===== config.mk =====
export PLATFORM = sky130hd
export DESIGN_NAME = reg_file_ba
export DESIGN_NICKNAME = d
export VERILOG_FILES = /design/src/rtl/reg_file_ba.sv
export SDC_FILE = /design/constraint.sdc
export NUM_CORES = 1
export LEC_CHECK = 0
export CORE_MARGIN = 3
export CORE_UTILIZATION = 45
export CTS_CLUSTER_DIAMETER = 60
export DETAILED_ROUTE_END_ITERATION = 6
export GPL_ROUTABILITY_DRIVEN = 0
export PLACE_DENSITY = 0.71
export SLEW_MARGIN = 15
export SYNTH_ARGS = -nofsm -noshare
export SYNTH_HDL_FRONTEND = slang
export SYNTH_SLANG_ARGS = --single-unit

===== constraint.sdc =====
create_clock -name clk -period 3.7 [get_ports clk]
set_input_delay 1.11 -clock clk [delete_from_list [all_inputs] [get_ports clk]]
set_output_delay 1.11 -clock clk [all_outputs]
set_load 0.01 [all_outputs]

===== src/rtl/reg_file_ba.sv =====
// reg_file_ba: DEPTH x WIDTH general-purpose register file with one
// synchronous write port and two registered read ports. Port A can be
// forced to read zero for R0 (base-address mode), and an optional
// write-to-read bypass makes a same-edge write visible to the reads.
module reg_file_ba #(
  parameter int WIDTH  = 32,
  parameter int DEPTH  = 16,
  parameter int AW     = $clog2(DEPTH),
  parameter int BYPASS = 1
) (
  input  logic             clk,
  input  logic             clr,
  input  logic             wr_en,
  input  logic [AW-1:0]    wr_addr,
  input  logic [WIDTH-1:0] wr_data,
  input  logic             rd_en,
  input  logic [AW-1:0]    rd_addr_a,
  input  logic [AW-1:0]    rd_addr_b,
  input  logic             BAout,
  output logic [WIDTH-1:0] rd_data_a,
  output logic [WIDTH-1:0] rd_data_b,
  output logic             rd_valid
);

  // Every register must clear on clr, so storage is a register array
  // rather than a RAM macro.
  logic [WIDTH-1:0] regs_q [DEPTH];
  logic [WIDTH-1:0] rd_data_a_q, rd_data_b_q;
  logic             rd_valid_q;
  logic [WIDTH-1:0] rd_data_a_d, rd_data_b_d;

  for (genvar gi = 0; gi < DEPTH; gi++) begin : g_reg
    // Per-register write decode; clr clears and drops any concurrent write.
    always_ff @(posedge clk) begin
      if (clr) begin
        regs_q[gi] <= '0;
      end else if (wr_en && (wr_addr == AW'(gi))) begin
        regs_q[gi] <= wr_data;
      end
    end
  end

  // Read-source selection: stored value, optionally the in-flight write,
  // with R0 zero-forcing on port A taking priority over the bypass.
  always_comb begin
    rd_data_a_d = regs_q[rd_addr_a];
    rd_data_b_d = regs_q[rd_addr_b];
    if ((BYPASS != 0) && wr_en && (wr_addr == rd_addr_a)) begin
      rd_data_a_d = wr_data;
    end
    if ((BYPASS != 0) && wr_en && (wr_addr == rd_addr_b)) begin
      rd_data_b_d = wr_data;
    end
    if (BAout && (rd_addr_a == '0)) begin
      rd_data_a_d = '0;
    end
  end

  // Read registers update only on an accepted read; rd_valid tracks rd_en.
  always_ff @(posedge clk) begin
    if (clr) begin
      rd_data_a_q <= '0;
      rd_data_b_q <= '0;
      rd_valid_q  <= 1'b0;
    end else begin
      rd_valid_q <= rd_en;
      if (rd_en) begin
        rd_data_a_q <= rd_data_a_d;
        rd_data_b_q <= rd_data_b_d;
      end
    end
  end

  assign rd_data_a = rd_data_a_q;
  assign rd_data_b = rd_data_b_q;
  assign rd_valid  = rd_valid_q;

endmodule


==> impl_summary.log <==
[metrics] final hold violation count: 0
[metrics] Hold Path End: rd_data_a[21]
[metrics] final setup violation count: 0
[metrics] number of setup buffers added after CTS: 0
[metrics] Unique masters post-synth: 41
[metrics] net count of the mapped netlist: around 2200
[metrics] P_leak: ~12 nW
[metrics] Async S/R FF share, synth: 0
[metrics] top-level I/O count: approximately 110
[metrics] clock transition at the register clock pins on the worst setup and hold paths after CTS: 60 ps
[metrics] number of buffers inserted during clock tree synthesis: 66
[metrics] residual antenna-violating net count after detailed routing: 0
[metrics] Die Outline Area: 68800 µm²
[metrics] run status: finished clean
[metrics] startpoint type of the worst setup path: input pin
[metrics] path type of the worst setup path: in -> reg
[metrics] TritonCTS Sinks: a little under 600
[metrics] # resized after CTS: 0
[metrics] post-placement cell count: 3052
[metrics] number of global-route vias before repair: 20889
[metrics] Total Nets Final: 2314
[metrics] destination of the worst register-to-register timing path: rd_data_a[15]
[metrics] Worst Skew: approximately 29 ps
[metrics] number of register bits inferred by synthesis: roughly 580
[metrics] Layout Cell Area excl Fill: around 35000 µm²
[metrics] max-slew violation count: 0
[metrics] proportion of layout cells with a drive suffix above 1: 0.199
[metrics] flop-to-flop setup slack: about 2000 ps
[metrics] wire length of the first global-routing pass: 144000 µm
[metrics] WP data arrival: roughly 3600 ps
[metrics] starting density of the core: 0.457
[metrics] Port-buffer cells: ~110
[metrics] critical path endpoint category: flop
[metrics] final core area utilization: 0.535
[metrics] final standard cell count with taps included and fillers excluded: 3175
[metrics] required time worst endpoint: 4210 ps
[metrics] number of enable-type register cells in the synthesized netlist: roughly 500
[metrics] setup TNS: 0 ps
[metrics] grt ovf: 0
[metrics] maximum number of buffers from clock root to sink: 3
[metrics] total wire length after detailed routing: 99800 µm
[metrics] row count: between 90 and 100
[metrics] setup repair after global routing missed its margin: false
[metrics] post-synthesis instance area: 29600 µm²
[metrics] hold_buf cts: 0
[metrics] initial antenna violation count: 3
[metrics] sequential cell area fraction in the yosys report: 0.564
[metrics] post-synthesis instance total: roughly 2200
[metrics] fin crit period: roughly 3100 ps
[metrics] largest net degree at the start of global routing: between 50 and 60
[metrics] post-place instance area: roughly 32000 µm²
[metrics] die height: between 200 and 300 µm
[metrics] Max FO, Critical Path: 31
[metrics] Yosys warning count: 0
[metrics] clock latency on the worst-skew pair: approximately 600 ps
[metrics] routed via count: around 21000
[metrics] mean number of vias per cell: 6.58
[metrics] area of the multi-input gates: about 12000 µm²
[metrics] critical hold path startpoint: rd_data_a[21]
[metrics] placeable core region: between 60000 and 70000 µm²
[metrics] post-DP HPWL: 58900 µm
[metrics] Mapped Avg Cell Area: approximately 14 µm²
[metrics] clock tree from TritonCTS: built
[metrics] Root Driver: clkbuf_16
[metrics] start point of the critical path: rd_addr_a[3]
[metrics] critical register-to-register path startpoint: regs_q[14][15]
[metrics] class of the most critical hold timing path: reg -> reg
[metrics] top flip-flop cell by instance count after synthesis: edfxtp_1
[metrics] Maximum Capacitance Violations: 0
[metrics] number of H-tree levels: 3
[metrics] residual DRC count: 0
[metrics] largest voltage drop on the vdd net: 0.402 mV
[metrics] overall power after layout: about 0.016 W
[metrics] fin crit share: 0.848
[metrics] filler instances: ~5300
[metrics] Hold Crit Depth: 2
[metrics] slew at the pin with the worst max-slew slack: approximately 1300 ps
[metrics] area used by sequential logic in the layout: between 15000 and 20000 µm²
[metrics] path depth of the worst reg2reg path: 4
[metrics] Detailed Route Iter0 Violations: 3185
[metrics] Avg WL per Cell: 31.4 µm
[metrics] iteration count of the initial detailed-routing pass: 6
[metrics] power per standard cell area: 474 nW/µm²
[metrics] Syn-to-layout area delta: 17.0%
[metrics] Slew headroom: 0.144
[metrics] chip width: approximately 260 µm
[metrics] global-route total usage across every layer: 0.285
[metrics] maximum frequency from static timing analysis: 319 MHz
[cell type report]
class / count / area share
antenna: 5 / 0.000362
sequential: 577 / 0.482
inverter: 2 / 0.000217
multi-input combinational: 1388 / 0.353
tap: 855 / 0.0309
clock buffer: 77 / 0.0502
timing repair buffer: 230 / 0.0708
clock inverter: 41 / 0.0126
[cells in the final DEF (no fill, tap or decap), types with 36 or more instances in the layout]
cell,count
and2_1,512
edfxtp_1,512
mux4_2,192
mux2i_1,128
clkdlybuf4s50_1,106
nand2_1,101
nor2_1,99
buf_4,83
clkbuf_16,68
dfxtp_1,65
a22oi_1,64
o22ai_1,63
buf_12,36
[worst max-delay path by stage]
stage / endpoint / depth (start not counted)
3_3_place_gp: rd_data_a[17] / 5
2_1_floorplan: regs_q[8][0] / 3
3_5_place_dp: rd_data_a[15] / 5
5_1_grt: rd_data_a[13] / 5
4_1_cts: rd_data_a[15] / 5
6_report: rd_data_a[15] / 5
[metal layers]
layer,vias to the layer above,global-route usage,routed length [µm]
li1,8347,-,-
met1,10444,0.376,35600
met2,1743,0.437,45500
met3,373,0.0792,13500
met4,0,0.142,5300
met5,-,0,0
[synth_stat cells (5+ instances only)]
library cell / n / area share
nor2b_1: 5 / 0.0011
mux4_2: 192 / 0.15
nand2_1: 101 / 0.013
nor4_1: 32 / 0.0068
buf_2: 43 / 0.0073
o22ai_1: 63 / 0.013
buf_6: 12 / 0.0046
o21bai_1: 16 / 0.0041
xor2_1: 6 / 0.0018
dfxtp_1: 65 / 0.044
nor2_1: 117 / 0.015
a211oi_1: 31 / 0.0079
and3_1: 31 / 0.0066
o21ai_1: 31 / 0.0052
edfxtp_1: 512 / 0.52
and2_1: 513 / 0.11
clkbuf_1: 129 / 0.016
a22oi_1: 64 / 0.016
o21ai_0: 32 / 0.0054
mux2i_1: 128 / 0.043
buf_4: 24 / 0.0061
[stage by stage]
stage / hold WS (ps) / worst slack, ps
2_1_floorplan: 470 / 160
4_1_cts: 455 / 694
5_1_grt: 470 / 603
3_3_place_gp: 445 / 124
3_5_place_dp: 447 / 98.0
6_report: 449 / 562
[registers in the layout, summed over array words and instances, names as in the netlist]
name       count
rd_data_a     32
rd_valid       1
rd_data_b     32
regs_q       512
[logic make-up after synthesis]
kind of cell / share of synthesized area
XOR/XNOR: 0.00237
AO/OA/AOI/OAI: 0.0535
AND/OR/NAND/NOR: 0.155
multiplexers: 0.190
buffers and inverters: 0.0349
flip-flops: 0.564
[report_power, final]
group / total (W) / switching [W] / internal, W / leakage [nW]
combinational: 0.00197 / 0.00109 / 0.000880 / 5.77
sequential: 0.00776 / 0.000258 / 0.00750 / 5.44
clock: 0.00667 / 0.00274 / 0.00394 / 1.06
[worst max-delay path: stages]
cell and delay, ps:
clkdlybuf4s50_1 750, and2_2 1100, a211oi_1 250, and3_1 280, o21ai_1 130
(Power assumes the default switching activity.)
